`config.mk`:
```
export PLATFORM = sky130hd
export DESIGN_NAME = data_check
export DESIGN_NICKNAME = d
export VERILOG_FILES = /design/src/rtl/data_check.sv
export SDC_FILE = /design/constraint.sdc
export NUM_CORES = 1
export LEC_CHECK = 0
export CORE_MARGIN = 3
export CORE_UTILIZATION = 56
export DETAILED_ROUTE_END_ITERATION = 10
export PLACE_DENSITY_LB_ADDON = 0.08
export SLEW_MARGIN = 15
export SYNTH_ARGS = -nofsm -noshare
export SYNTH_HDL_FRONTEND = slang
export SYNTH_SLANG_ARGS = --single-unit
```
`constraint.sdc`:
```
create_clock -name clk -period 7.6 [get_ports clk]
set_clock_uncertainty 0.1 [all_clocks]
set_input_delay 1.52 -clock clk [delete_from_list [all_inputs] [get_ports clk]]
set_output_delay 1.52 -clock clk [all_outputs]
set_load 0.005 [all_outputs]
```
`src/rtl/data_check.sv`:
```
// data_check: checks a burst stream against the ideal sequence
// FIRST_WORD, FIRST_WORD+WORD_INC, ... (all modulo 2^32). It reports a
// per-burst pass/length verdict, live and final word counts, a
// cumulative mismatch count and a snapshot of the first mismatch since
// reset or clear.
//
// Handshake: data_in is consumed on every rising edge where
// data_valid_in=1; there is no backpressure. A burst is a contiguous run
// of valid cycles, and the first low cycle after a run closes it. done_o
// is a registered one-cycle pulse that rises on the edge that sampled
// that low cycle, and a new burst may start on the very next edge.

module data_check #(
  parameter logic [31:0] FIRST_WORD = 32'h04050607,
  parameter logic [31:0] WORD_INC   = 32'h04040404,
  parameter int          ERR_CNT_W  = 16
) (
  input  logic                 clk,
  input  logic                 rst_n,
  input  logic [31:0]          data_in,
  input  logic                 data_valid_in,
  input  logic [7:0]           len_in,
  input  logic                 chk_clear,
  output logic                 done_o,
  output logic                 pass_o,
  output logic                 len_err_o,
  output logic [8:0]           word_cnt_o,
  output logic [ERR_CNT_W-1:0] data_err_cnt_o,
  output logic [31:0]          first_err_data_o,
  output logic [31:0]          first_err_exp_o,
  output logic [8:0]           first_err_idx_o,
  output logic [15:0]          burst_cnt_o
);

  typedef enum logic {
    IDLE = 1'b0,
    RUN  = 1'b1
  } state_t;

  localparam logic [8:0] WORD_CNT_MAX = 9'd511;

  // State and result registers
  state_t                state_q, state_d;
  logic [31:0]           exp_q, exp_d;            // expected value of the next RUN word
  logic [7:0]            len_q, len_d;            // len_in latched on the first word
  logic                  burst_err_q, burst_err_d; // any mismatch in the current burst
  logic                  done_q, done_d;
  logic                  pass_q, pass_d;
  logic                  len_err_q, len_err_d;
  logic [8:0]            word_cnt_q, word_cnt_d;
  logic [ERR_CNT_W-1:0]  err_cnt_q, err_cnt_d;
  logic                  first_seen_q, first_seen_d;
  logic [31:0]           first_data_q, first_data_d;
  logic [31:0]           first_exp_q, first_exp_d;
  logic [8:0]            first_idx_q, first_idx_d;
  logic [15:0]           burst_cnt_q, burst_cnt_d;

  // Per-word compare terms, shared by both states
  logic [31:0] cmp_word;
  logic [8:0]  cmp_idx;
  logic        mismatch;
  logic        len_mismatch;

  // Select the reference word and index for the word on data_in this cycle
  always_comb begin
    cmp_word     = exp_q;
    cmp_idx      = word_cnt_q;
    if (state_q == IDLE) begin
      cmp_word = FIRST_WORD;
      cmp_idx  = 9'd0;
    end
    mismatch     = data_valid_in && (data_in != cmp_word);
    // len_q+1 spans 1..256; a saturated count of 511 never matches it
    len_mismatch = (word_cnt_q != ({1'b0, len_q} + 9'd1));
  end

  // Next-state logic: burst tracking, statistics and clear handling
  always_comb begin
    state_d      = state_q;
    exp_d        = exp_q;
    len_d        = len_q;
    burst_err_d  = burst_err_q;
    done_d       = 1'b0;
    pass_d       = pass_q;
    len_err_d    = len_err_q;
    word_cnt_d   = word_cnt_q;
    err_cnt_d    = err_cnt_q;
    first_seen_d = first_seen_q;
    first_data_d = first_data_q;
    first_exp_d  = first_exp_q;
    first_idx_d  = first_idx_q;
    burst_cnt_d  = burst_cnt_q;

    if (chk_clear) begin
      // Clear wins over any word on data_in: the burst is abandoned silently
      state_d      = IDLE;
      exp_d        = '0;
      len_d        = '0;
      burst_err_d  = 1'b0;
      pass_d       = 1'b0;
      len_err_d    = 1'b0;
      word_cnt_d   = '0;
      err_cnt_d    = '0;
      first_seen_d = 1'b0;
      first_data_d = '0;
      first_exp_d  = '0;
      first_idx_d  = '0;
      burst_cnt_d  = '0;
    end else begin
      case (state_q)
        IDLE: begin
          if (data_valid_in) begin
            len_d       = len_in;
            exp_d       = FIRST_WORD + WORD_INC;
            word_cnt_d  = 9'd1;
            burst_err_d = mismatch;
            state_d     = RUN;
          end
        end
        RUN: begin
          if (data_valid_in) begin
            // Expected follows the ideal sequence whatever arrives, so one
            // corrupt word costs exactly one error
            exp_d = exp_q + WORD_INC;
            if (word_cnt_q != WORD_CNT_MAX) begin
              word_cnt_d = word_cnt_q + 9'd1;
            end
            if (mismatch) begin
              burst_err_d = 1'b1;
            end
          end else begin
            done_d      = 1'b1;
            len_err_d   = len_mismatch;
            pass_d      = !burst_err_q && !len_mismatch;
            burst_cnt_d = burst_cnt_q + 16'd1;
            state_d     = IDLE;
          end
        end
        default: begin
          state_d = IDLE;
        end
      endcase

      // Mismatch statistics apply to any accepted word in either state
      if (mismatch) begin
        if (!(&err_cnt_q)) begin
          err_cnt_d = err_cnt_q + 1'b1;
        end
        if (!first_seen_q) begin
          first_seen_d = 1'b1;
          first_data_d = data_in;
          first_exp_d  = cmp_word;
          first_idx_d  = cmp_idx;
        end
      end
    end
  end

  // Register all state; synchronous active-low reset overrides everything
  always_ff @(posedge clk) begin
    if (!rst_n) begin
      state_q      <= IDLE;
      exp_q        <= '0;
      len_q        <= '0;
      burst_err_q  <= 1'b0;
      done_q       <= 1'b0;
      pass_q       <= 1'b0;
      len_err_q    <= 1'b0;
      word_cnt_q   <= '0;
      err_cnt_q    <= '0;
      first_seen_q <= 1'b0;
      first_data_q <= '0;
      first_exp_q  <= '0;
      first_idx_q  <= '0;
      burst_cnt_q  <= '0;
    end else begin
      state_q      <= state_d;
      exp_q        <= exp_d;
      len_q        <= len_d;
      burst_err_q  <= burst_err_d;
      done_q       <= done_d;
      pass_q       <= pass_d;
      len_err_q    <= len_err_d;
      word_cnt_q   <= word_cnt_d;
      err_cnt_q    <= err_cnt_d;
      first_seen_q <= first_seen_d;
      first_data_q <= first_data_d;
      first_exp_q  <= first_exp_d;
      first_idx_q  <= first_idx_d;
      burst_cnt_q  <= burst_cnt_d;
    end
  end

  assign done_o           = done_q;
  assign pass_o           = pass_q;
  assign len_err_o        = len_err_q;
  assign word_cnt_o       = word_cnt_q;
  assign data_err_cnt_o   = err_cnt_q;
  assign first_err_data_o = first_data_q;
  assign first_err_exp_o  = first_exp_q;
  assign first_err_idx_o  = first_idx_q;
  assign burst_cnt_o      = burst_cnt_q;

endmodule
```
==> reports/metrics.csv <==
stage,metric,value,unit
status,outcome,"complete, no violations",
global_route,grt_pass1_wl,32000,µm
logic_synthesis,synth_fp_nets,988,
logic_synthesis,ys.flop_type,dfxtp_1,
power_and_ir_drop,p_total,1.83,mW
drt,dr.pass1.iters,5,
drt,routed-wl-met3,1190,µm
clock_tree,hold_buffers,0,
timing,final_hold_viol_count,0,
logic_synthesis,yosys.cell_types.count,58,
power_and_ir_drop,powerDensity,186,mW/mm²
final_layout,antenna_cells,0,
logic_synthesis,seq_area_frac_synth,40.8,%
setup_path,worstPathArrival,4.46,ns
drt,wl_per_cell,16.0,µm
logic_synthesis,synth_top_area_share,40.8,%
global_route,antenna_found_initial,0,
clock_tree,cts_buffer_depth,2,
timing,relSlewSlack,31.7,%
setup_path,cp_cell_sequence,clkdlybuf4s50_1 > xor2_1 > nor4_1 > o21ai_0 > a2111oi_2 > nand4_2 > and3_4 > buf_4 > mux2i_1,
final_layout,fin_area,0.00985,mm²
logic_synthesis,synth-seq-cells,158,
logic_synthesis,async_flop_share,0,%
logic_synthesis,synth_area,0.00776,mm²
placed_design,place_congestion,0.839,
logic_synthesis,yosys-top-cells-area,"dfxtp_1 41%, mux2i_1 9.0%, nand2_1 8.1%, xor2_1 4.7%, nor2_1 4.0%",
drt,dr_wl_met2,9400,µm
logic_synthesis,synthCells,938,
global_route,grt_max_degree,79,
clock_tree,clock_latency,0.42,ns
drt,vias,7022,
setup_path,crit_required,7.77,ns
timing,worst_slew_pin_slew,1.02,ns
clock_tree,cts-htree-levels,4,
drt,drc,0,
logic_synthesis,synth_warnings,0,
setup_path,worst-path-buf-inv,2,
floorplan,io_pins,161,
setup_path,critPathMaxFanout,43,
floorplan,die_h,124,µm
power_and_ir_drop,peakVddDrop,140,µV
clock_tree,cts_tree,done,
clock_tree,cts_resized,0,
setup_path,max_stage_delay,0.49,ns
final_layout,nNetsFinal,1100,
logic_synthesis,yosysMostFrequentCell,nand2_1,
timing,layout_setup_ws,3.31,ns
power_and_ir_drop,p_leak,3.47,nW
drt,via_per_inst,5.68,
floorplan,rows,42,
logic_synthesis,synth_top_cell_by_area,dfxtp_1,
setup_path,crit_slowest_cell,clkdlybuf4s50_1,
timing,fmax,233,MHz
final_layout,drive_above_1_share,4.34,%
logic_synthesis,synth-edff-count,0,
placed_design,placed_area,0.00928,mm²
setup_path,start_kind,input pin,
timing,fin_setup_tns,0,ns
setup_path,end_kind,flip-flop,
global_route,grt_overflow,0,
placed_design,dp_slack,2.90,ns
logic_synthesis,synth_top_cells_by_count,"168 x nand2_1, 158 x dfxtp_1, 83 x nor2_1",
drt,top_layer_used,met4,
clock_tree,cts_setup_buffers,0,
global_route,grt_usage,26.0,%
drt,wl,19700,µm
clock_tree,root_buffer,clkbuf_16,
setup_path,critical_path_class,in -> reg,
floorplan,die_area,0.0153,mm²
floorplan,die_x,124,µm
logic_synthesis,syn_area_per_cell,8.27,µm²
final_layout,n_fill_cell,1077,
timing,setup_viol,0,
floorplan,start_util,57.9,%
timing,slew_violations,0,
timing,fin_crit_sh,56.4,%
timing,grt_setup_unrepaired,no,
global_route,first_global_vias,6531,
setup_path,crit_family,simple AND/OR/NAND/NOR gates,
placed_design,dp_hpwl,13400,µm
clock_tree,path_clk_slew,0.06,ns
floorplan,core_area,0.0134,mm²
drt,ant_nets,0,
drt,wl_met1,8830,µm
clock_tree,cts_buffers,17,
clock_tree,clock-sinks,158,
timing,min_period,4.29,ns
placed_design,io_buffers,160,
final_layout,area_growth,26.9,%
drt,drt_iter0_drc,442,
worst_hold_path,hold_path_class,reg -> reg,
job,cap_violations,0,
path summary, 6_finish.rpt:
path | start | end | slack (ns) | cells after the start
worst max-delay path | data_in[13] | first_err_idx_o[7]$_SDFFE_PP0P_ | 3.31 | 9
worst min-delay path | first_err_data_o[3]$_SDFFE_PP0P_ | first_err_data_o[3]$_SDFFE_PP0P_ | 0.36 | 2
worst max register to register | state_q$_SDFF_PP0_ | first_err_idx_o[7]$_SDFFE_PP0P_ | 3.82 | 9
worst min register to register | first_err_data_o[3]$_SDFFE_PP0P_ | first_err_data_o[3]$_SDFFE_PP0P_ | 0.36 | 2
metal layers:
layer  global-route usage (%)  vias to the layer above
met3                     4.95                       33
met2                     42.6                      224
li1                         -                     3457
met5                        0                        -
met4                     9.00                        0
met1                     34.3                     3308
sequential cells by signal (all words and copies together), names as in the netlist:
name and cells:
first_err_data_o 32, exp_q 31, first_err_exp_o 31, burst_cnt_o 16
data_err_cnt_o 16, first_err_idx_o 9, word_cnt_o 9, len_q 8
burst_err_q 1, done_o 1, first_seen_q 1, len_err_o 1
pass_o 1, state_q 1
stage by stage:
stage               std cells  hold WS [ns]  util, %
global route             1236         0.374     73.5
CTS                      1236         0.357     73.5
global placement         1207         0.340     69.3
detailed placement       1207         0.347     69.3
floorplan                 938         0.337        -
finish                   1236         0.355     73.5
worst reg2reg max path: cells and delay by family (launching register included):
| kind | cells | cell delay (ns) |
|---|---|---|
| AOI/OAI and AO/OA | 1 | 0.12 |
| muxes | 1 | 0.27 |
| DFF | 1 | 0.65 |
| buffers and inverters | 3 | 1.10 |
| and+or+nand+nor | 4 | 1.38 |
power by group:
part | internal [mW] | total [mW] | leakage, nW | switching, mW
Combinational | 0.0691 | 0.147 | 1.92 | 0.0783
Clock | 0.503 | 0.824 | 0.275 | 0.321
Sequential | 0.841 | 0.857 | 1.28 | 0.0157
Total | 1.41 | 1.83 | 3.47 | 0.415
logic make-up (layout without fill, tap and decap cells):
group / count (synthesis) / in the layout / synth area share (%)
buffers and inverters: 88 / 210 / 5.35
XOR/XNOR: 69 / 69 / 7.79
flip-flops: 158 / 158 / 40.8
AND/OR/NAND/NOR: 415 / 415 / 25.1
adder cells (fa/ha/maj): 6 / 6 / 0.967
multiplexers: 71 / 71 / 9.17
AO/OA/AOI/OAI: 131 / 131 / 10.8
cell type report:
| cell class | count | area (µm²) | area share (%) |
|---|---|---|---|
| repair buffers | 167 | 1650 | 16.8 |
| multi-input cells | 692 | 4190 | 42.6 |
| inverters | 14 | 52.6 | 0.534 |
| clock buffers | 23 | 478 | 4.85 |
| well taps | 176 | 220 | 2.24 |
| flip-flops and latches | 158 | 3160 | 32.1 |
| clock inverters | 6 | 86.3 | 0.877 |
placed cells by master (no fill, tap or decap), types with 3 or more instances in the layout:
| master | Yosys | layout |
|---|---|---|
| nor2b_1 | 7 | 6 |
| a31oi_1 | 4 | 4 |
| nand4_1 | 22 | 22 |
| dfxtp_1 | 158 | 157 |
| and3_1 | 11 | 11 |
| clkbuf_16 | 0 | 17 |
| a21oi_1 | 44 | 44 |
| nand2_1 | 168 | 168 |
| nor3_1 | 8 | 8 |
| a2bb2oi_1 | 4 | 4 |
| o21a_1 | 8 | 8 |
| clkbuf_8 | 0 | 3 |
| xnor2_1 | 27 | 27 |
| nand2b_1 | 12 | 11 |
| xor2_1 | 42 | 42 |
| or3_1 | 10 | 10 |
| o22ai_1 | 6 | 6 |
| inv_1 | 12 | 12 |
| nor2_1 | 83 | 83 |
| nand3b_1 | 5 | 5 |
| nor4bb_1 | 3 | 3 |
| o21ai_0 | 22 | 22 |
| o211ai_1 | 4 | 4 |
| or4_1 | 8 | 8 |
| and2_1 | 3 | 3 |
| buf_4 | 2 | 7 |
| nand3_1 | 58 | 58 |
| and4_1 | 3 | 3 |
| clkdlybuf4s50_1 | 0 | 160 |
| a22oi_1 | 7 | 7 |
| o31ai_1 | 12 | 12 |
| clkbuf_1 | 47 | 3 |
| ha_1 | 6 | 6 |
| a32oi_1 | 4 | 4 |
| nor4_1 | 7 | 7 |
| mux2i_1 | 70 | 70 |
No activity file was read; power rests on OpenSTA's default activity.
